### config.mk
export PLATFORM = sky130hd
export DESIGN_NAME = imm_gen_pipe_flat
export DESIGN_NICKNAME = d
export VERILOG_FILES = /design/src/rtl/imm_gen_pipe_if.sv /design/src/rtl/imm_gen_pipe.sv /design/src/flat_wrapper.sv
export SDC_FILE = /design/constraint.sdc
export NUM_CORES = 1
export LEC_CHECK = 0
export ABC_AREA = 1
export CAP_MARGIN = 15
export CORE_ASPECT_RATIO = 0.8
export CORE_UTILIZATION = 54
export DETAILED_ROUTE_END_ITERATION = 8
export HOLD_SLACK_MARGIN = 0.1
export PLACE_DENSITY = 0.94
export SETUP_SLACK_MARGIN = 0.1
export SLEW_MARGIN = 20
export SYNTH_ARGS = -nofsm -noshare
export SYNTH_HDL_FRONTEND = slang
export SYNTH_SLANG_ARGS = --single-unit
### constraint.sdc
create_clock -name i_clk -period 9.7 [get_ports i_clk]
set_input_delay 1.94 -clock i_clk [delete_from_list [all_inputs] [get_ports i_clk]]
set_output_delay 1.94 -clock i_clk [all_outputs]
set_load 0.01 [all_outputs]
### src/rtl/imm_gen_pipe_if.sv
// Decode-to-register-read handshake bundle: instruction in, final immediate out.
// The producer/consumer side uses master; imm_gen_pipe uses slave.
interface imm_gen_pipe_if #(
  parameter int XLEN  = 64,
  parameter int TAG_W = 8
);
  logic              i_valid;
  logic              o_ready;
  logic [31:0]       i_instr;
  logic [TAG_W-1:0]  i_tag;
  logic              o_valid;
  logic              i_ready;
  logic [XLEN-1:0]   o_imm;
  logic [2:0]        o_fmt;
  logic [TAG_W-1:0]  o_tag;
  logic              o_illegal;

  modport slave (
    input  i_valid, i_instr, i_tag, i_ready,
    output o_ready, o_valid, o_imm, o_fmt, o_tag, o_illegal
  );

  modport master (
    output i_valid, i_instr, i_tag, i_ready,
    input  o_ready, o_valid, o_imm, o_fmt, o_tag, o_illegal
  );
endinterface

### src/rtl/imm_gen_pipe.sv
// Opcode-driven immediate generator for XLEN 32/64 with a 2-entry output FIFO.
// The FIFO holds decoded entries so decode can stall without dropping instructions.
module imm_gen_pipe #(
  parameter int XLEN  = 64,
  parameter int TAG_W = 8
) (
  input  logic          i_clk,
  input  logic          i_rst,
  imm_gen_pipe_if.slave bus
);

  localparam logic [2:0] FMT_R     = 3'd0;
  localparam logic [2:0] FMT_I     = 3'd1;
  localparam logic [2:0] FMT_S     = 3'd2;
  localparam logic [2:0] FMT_B     = 3'd3;
  localparam logic [2:0] FMT_U     = 3'd4;
  localparam logic [2:0] FMT_J     = 3'd5;
  localparam logic [2:0] FMT_SHAMT = 3'd6;
  localparam logic [2:0] FMT_ZIMM  = 3'd7;

  localparam logic [6:0] OPC_LUI      = 7'b0110111;
  localparam logic [6:0] OPC_AUIPC    = 7'b0010111;
  localparam logic [6:0] OPC_JAL      = 7'b1101111;
  localparam logic [6:0] OPC_JALR     = 7'b1100111;
  localparam logic [6:0] OPC_LOAD     = 7'b0000011;
  localparam logic [6:0] OPC_MISC_MEM = 7'b0001111;
  localparam logic [6:0] OPC_OP_IMM   = 7'b0010011;
  localparam logic [6:0] OPC_OP_IMM32 = 7'b0011011;
  localparam logic [6:0] OPC_STORE    = 7'b0100011;
  localparam logic [6:0] OPC_BRANCH   = 7'b1100011;
  localparam logic [6:0] OPC_OP       = 7'b0110011;
  localparam logic [6:0] OPC_OP32     = 7'b0111011;
  localparam logic [6:0] OPC_SYSTEM   = 7'b1110011;

  function automatic logic signed [XLEN-1:0] sext32(input logic signed [31:0] v);
    return XLEN'(v);
  endfunction

  function automatic logic [XLEN-1:0] zext6(input logic [5:0] v);
    return XLEN'(v);
  endfunction

  logic [31:0]       ins;
  logic [6:0]        opc;
  logic [2:0]        f3;
  logic              is_shift;
  logic [XLEN-1:0]   imm_p0;
  logic [2:0]        fmt_p0;
  logic              ill_p0;

  assign ins      = bus.i_instr;
  assign opc      = ins[6:0];
  assign f3       = ins[14:12];
  assign is_shift = (f3 == 3'b001) || (f3 == 3'b101);

  // Stage p0: combinational decode of the incoming instruction
  always_comb begin
    imm_p0 = '0;
    fmt_p0 = FMT_R;
    ill_p0 = 1'b0;
    case (opc)
      OPC_LUI, OPC_AUIPC: begin
        fmt_p0 = FMT_U;
        imm_p0 = sext32({ins[31:12], 12'b0});
      end
      OPC_JAL: begin
        fmt_p0 = FMT_J;
        imm_p0 = sext32({{11{ins[31]}}, ins[31], ins[19:12], ins[20], ins[30:21], 1'b0});
      end
      OPC_JALR, OPC_LOAD, OPC_MISC_MEM: begin
        fmt_p0 = FMT_I;
        imm_p0 = sext32({{20{ins[31]}}, ins[31:20]});
      end
      OPC_OP_IMM: begin
        if (is_shift) begin
          fmt_p0 = FMT_SHAMT;
          if (XLEN == 64) begin
            imm_p0 = zext6(ins[25:20]);
          end else begin
            imm_p0 = zext6({1'b0, ins[24:20]});
            ill_p0 = ins[25];
          end
        end else begin
          fmt_p0 = FMT_I;
          imm_p0 = sext32({{20{ins[31]}}, ins[31:20]});
        end
      end
      OPC_OP_IMM32: begin
        if (is_shift) begin
          fmt_p0 = FMT_SHAMT;
          imm_p0 = zext6({1'b0, ins[24:20]});
          ill_p0 = ins[25];
        end else begin
          fmt_p0 = FMT_I;
          imm_p0 = sext32({{20{ins[31]}}, ins[31:20]});
        end
        // The W-form opcodes do not exist on a 32-bit machine
        if (XLEN == 32) ill_p0 = 1'b1;
      end
      OPC_STORE: begin
        fmt_p0 = FMT_S;
        imm_p0 = sext32({{20{ins[31]}}, ins[31:25], ins[11:7]});
      end
      OPC_BRANCH: begin
        fmt_p0 = FMT_B;
        imm_p0 = sext32({{19{ins[31]}}, ins[31], ins[7], ins[30:25], ins[11:8], 1'b0});
      end
      OPC_OP: begin
        fmt_p0 = FMT_R;
      end
      OPC_OP32: begin
        fmt_p0 = FMT_R;
        ill_p0 = (XLEN == 32);
      end
      OPC_SYSTEM: begin
        fmt_p0 = FMT_ZIMM;
        imm_p0 = zext6({1'b0, ins[19:15]});
      end
      default: begin
        ill_p0 = 1'b1;
      end
    endcase
  end

  logic [XLEN-1:0]  imm_p1 [2];
  logic [2:0]       fmt_p1 [2];
  logic [TAG_W-1:0] tag_p1 [2];
  logic             ill_p1 [2];
  logic [1:0]       cnt_p1;
  logic [1:0]       cnt_nxt;
  logic             wr_ptr_p1;
  logic             rd_ptr_p1;
  logic             rdy_p1;
  logic             vld_p1;
  logic             push;
  logic             pop;

  // Reset masks the handshake outputs so nothing is exchanged during a reset cycle
  assign vld_p1      = (cnt_p1 != 2'd0) && !i_rst;
  assign bus.o_ready = rdy_p1 && !i_rst;
  assign bus.o_valid = vld_p1;
  assign push        = bus.i_valid && bus.o_ready;
  assign pop         = vld_p1 && bus.i_ready;

  always_comb begin
    cnt_nxt = cnt_p1;
    case ({push, pop})
      2'b10:   cnt_nxt = cnt_p1 + 2'd1;
      2'b01:   cnt_nxt = cnt_p1 - 2'd1;
      default: cnt_nxt = cnt_p1;
    endcase
  end

  // Stage p1: FIFO control state
  always_ff @(posedge i_clk) begin
    if (i_rst) begin
      cnt_p1    <= 2'd0;
      wr_ptr_p1 <= 1'b0;
      rd_ptr_p1 <= 1'b0;
      rdy_p1    <= 1'b1;
    end else begin
      cnt_p1 <= cnt_nxt;
      rdy_p1 <= (cnt_nxt != 2'd2);
      if (push) wr_ptr_p1 <= ~wr_ptr_p1;
      if (pop)  rd_ptr_p1 <= ~rd_ptr_p1;
    end
  end

  always_ff @(posedge i_clk) begin
    if (push) begin
      imm_p1[wr_ptr_p1] <= imm_p0;
      fmt_p1[wr_ptr_p1] <= fmt_p0;
      tag_p1[wr_ptr_p1] <= bus.i_tag;
      ill_p1[wr_ptr_p1] <= ill_p0;
    end
  end

  assign bus.o_imm     = vld_p1 ? imm_p1[rd_ptr_p1] : '0;
  assign bus.o_fmt     = vld_p1 ? fmt_p1[rd_ptr_p1] : 3'd0;
  assign bus.o_tag     = vld_p1 ? tag_p1[rd_ptr_p1] : '0;
  assign bus.o_illegal = vld_p1 ? ill_p1[rd_ptr_p1] : 1'b0;

endmodule

### src/flat_wrapper.sv
// flat-port wrapper written by rule: the top's interface ports become plain ports
module imm_gen_pipe_flat 
#(
  parameter int XLEN  = 64,
  parameter int TAG_W = 8
)
  (i_clk, i_rst, bus_i_valid, bus_i_instr, bus_i_tag, bus_i_ready, bus_o_ready, bus_o_valid, bus_o_imm, bus_o_fmt, bus_o_tag, bus_o_illegal);
  imm_gen_pipe_if #(.XLEN(XLEN), .TAG_W(TAG_W)) bus_i ();
  input  logic i_clk;
  input  logic i_rst;
  input wire logic [$bits(bus_i.i_valid)-1:0] bus_i_valid;
  input wire logic [$bits(bus_i.i_instr)-1:0] bus_i_instr;
  input wire logic [$bits(bus_i.i_tag)-1:0] bus_i_tag;
  input wire logic [$bits(bus_i.i_ready)-1:0] bus_i_ready;
  output wire logic [$bits(bus_i.o_ready)-1:0] bus_o_ready;
  output wire logic [$bits(bus_i.o_valid)-1:0] bus_o_valid;
  output wire logic [$bits(bus_i.o_imm)-1:0] bus_o_imm;
  output wire logic [$bits(bus_i.o_fmt)-1:0] bus_o_fmt;
  output wire logic [$bits(bus_i.o_tag)-1:0] bus_o_tag;
  output wire logic [$bits(bus_i.o_illegal)-1:0] bus_o_illegal;
  assign bus_i.i_valid = bus_i_valid;
  assign bus_i.i_instr = bus_i_instr;
  assign bus_i.i_tag = bus_i_tag;
  assign bus_i.i_ready = bus_i_ready;
  assign bus_o_ready = bus_i.o_ready;
  assign bus_o_valid = bus_i.o_valid;
  assign bus_o_imm = bus_i.o_imm;
  assign bus_o_fmt = bus_i.o_fmt;
  assign bus_o_tag = bus_i.o_tag;
  assign bus_o_illegal = bus_i.o_illegal;
  imm_gen_pipe #(.XLEN(XLEN), .TAG_W(TAG_W)) u_core (.i_clk(i_clk), .i_rst(i_rst), .bus(bus_i));
endmodule
==> out/results.ini <==
[run_status]
status = finished with violations
violations = DRC

[global_routing]
grt_pass1_vias = 4029
grt.met2_usage_pct = 41.1
grt_usage_pct = 24.2
grt_antenna_before_repair = 0
met1_usage_pct = 30.5
grtUsageMet3_pct = 4.59
grt_max_degree = 47
overflow = 0
top_usage_layer = met2
grt_pass1_wl_um = 19000

[critical_path]
cp.arrival_ns = 4.77
crit_slowest_cell = nor2_4
r2r_cells = 9
cpPeakStageDelay_ns = 0.86
required_ns = 7.76
rrSetupSlack_ns = 6.99
critPathCaptureType = primary output
critical-path-top-delay-family = buffers and inverters
cp.depth = 5
critPathMostFrequentCell = clkdlybuf4s50_1
crit_type = input port to primary output
crit_fanout = 46
path_buf_inv = 3
path_cells = clkdlybuf4s50_1, nor2_4, nand2_1, inv_1, clkdlybuf4s50_1
worstSetupStartpointType = input port

[die]
io_pins = 122
fp.dieW_um = 112
fp.coreArea_um2 = 9190
start_util_pct = 56.7
row_count = 31
die-area_um2 = 10100
die_h_um = 89.9

[routing]
ant_nets = 0
drt-initial-drc-count = 372
wl_per_cell_um = 15.8
num_vias = 4126
drcViolationCount = 13
routed_wl_um = 12000
dr.pass1.iters = 8
routed_via_density = 5.44

[flow_run]
maxCapViolCount = 0

[clock_tree]
cts.clk_slew.worst_paths_ns = 0.06
cts_tree = done
clkSinkCount = 94
cts_buffer_depth = 2
htree_levels = 3
cts_hold_buf = 0
ctsResizeCount = 0
numCtsBuffers = 9
clockRootBuffer = clkbuf_16
clk_latency_ns = 0.34
cts_setup_buffers = 0

[power_and_ir_drop]
p_leak_nw = 2.81
total_power_mw = 0.994
power_density_nw_per_um2 = 152
ir_drop_v = 0.0000854

[sta]
finClkSkew_ns = 0.00440
period_minus_slack_ns = 6.71
slew_viol_final = 0
tns_ns = 0
setup_viol = 0
hold_violations = 0
min_period_over_period_pct = 69.2
tightest_slew_ns = 1.07
relSlewSlack_pct = 28.7
rsz0062_at_grt = false
fmax_mhz = 149
hold_slack_ns = 0.525

[cells_and_area]
area_growth_pct = 25.4
num-nets-final = 683
layout-drive-gt1-share_pct = 12.0
num_antenna_cells = 0
area.sequential_um2 = 2760
multi_input_area_um2 = 1790
stdcell_area_um2 = 6540
fill_cells = 686

[yosys]
async_reset_ff_share_pct = 0
synthesis.nets = 606
seq_area_frac_synth_pct = 53.0
netlist_area_um2 = 5210
yosysWarnings = 0
yosys_register_bits = 94
syn_inst = 561
syn_avg_cell_area_um2 = 9.29
synth_edf_count = 88
synth_cell_types = 23
synth_top_flop_cell = edfxtp_1

[place]
post-dp-hpwl_um = 8100
io_buffer_count = 121
gp_congestion = 0.919
place_area_um2 = 6230

[hold_path]
min_path_type = register to register
hold_depth = 2

==> per-stage QoR <==
step / cells / setup slack, ns / utilization (%)
after CTS: 758 / 2.96 / 71.1
after floorplan: 561 / 4.43 / -
after detailed placement: 742 / 2.98 / 67.8
after global routing: 758 / 2.73 / 71.1
after global placement: 742 / 3.12 / 67.8
final: 758 / 2.99 / 71.1
==> registers in the layout, indices dropped and copies added, names as in the netlist, named ones only <==
register and flops:
u_core.imm_p1 64, u_core.tag_p1 16, u_core.fmt_p1 6, u_core.cnt_p1 2, u_core.ill_p1 2, u_core.rd_ptr_p1 1, u_core.rdy_p1 1, u_core.wr_ptr_p1 1
==> final cells by class <==
cell class	instances	share of cell area, %
sequential	94	42.3
clock buffer	9	3.45
inverter	82	4.71
tap	115	2.20
multi-input combinational	328	27.4
clock inverter	7	1.19
timing repair buffer	123	18.8
==> power by group <==
| part | internal (mW) | switching [mW] | leakage [nW] |
|---|---|---|---|
| Sequential | 0.461 | 0.0110 | 0.833 |
| Clock | 0.203 | 0.154 | 0.142 |
| Combinational | 0.0855 | 0.0799 | 1.84 |
| Total | 0.749 | 0.244 | 2.81 |
==> cell usage after synthesis, types with 2 or more instances <==
cell type | number | area [um2]
nand2_1 | 137 | 514
edfxtp_1 | 88 | 2640
inv_1 | 78 | 293
nand3_1 | 48 | 240
mux2_2 | 44 | 495
nor2_1 | 44 | 165
buf_4 | 37 | 278
nand4_1 | 33 | 206
buf_2 | 15 | 75.1
dfxtp_1 | 6 | 120
o21ai_0 | 6 | 30.0
clkbuf_1 | 5 | 18.8
nor2_2 | 5 | 31.3
inv_2 | 4 | 15.0
a21oi_1 | 2 | 10.0
xor2_1 | 2 | 17.5
==> cells by family (layout without fill, tap and decap cells) <==
group,Yosys count,count (layout),share of synthesized area (%)
adder cells (fa/ha/maj),1,1,0.240
AO/OA/AOI/OAI,9,9,0.912
multiplexers,44,44,9.51
buffers and inverters,139,221,13.0
AND/OR/NAND/NOR,272,272,23.0
XOR/XNOR,2,2,0.336
flip-flops,94,94,53.0
==> path summary, 6_finish.rpt <==
kind	start	to
setup reg to reg	u_core.cnt_p1[0]	u_core.cnt_p1[1]
setup / recovery	i_rst	bus_o_imm[62]
hold reg to reg	u_core.rd_ptr_p1	register
hold / removal	u_core.rd_ptr_p1	register
==> metal layers <==
metal	wire, um	up-vias
met1	5010	1913
met2	5920	218
met5	0	-
met3	897	23
met4	167	0
li1	-	1972
==> layout by cell type (no fill, tap or decap), types with 5 or more instances in the layout <==
cell type        instances
nand4_1                 33
nand3_1                 48
dfxtp_1                  5
clkbuf_16                9
edfxtp_1                88
nor2_1                  42
inv_1                   78
o21ai_0                  6
clkdlybuf4s50_1        121
mux2_2                  44
nand2_1                137
==> tightest hold or removal path, stage by stage, from the launching register on <==
cell     delay, ns
dfxtp_1       0.34
xor2_1        0.08
nor2_1        0.07
No activity file was read; power rests on OpenSTA's default activity.
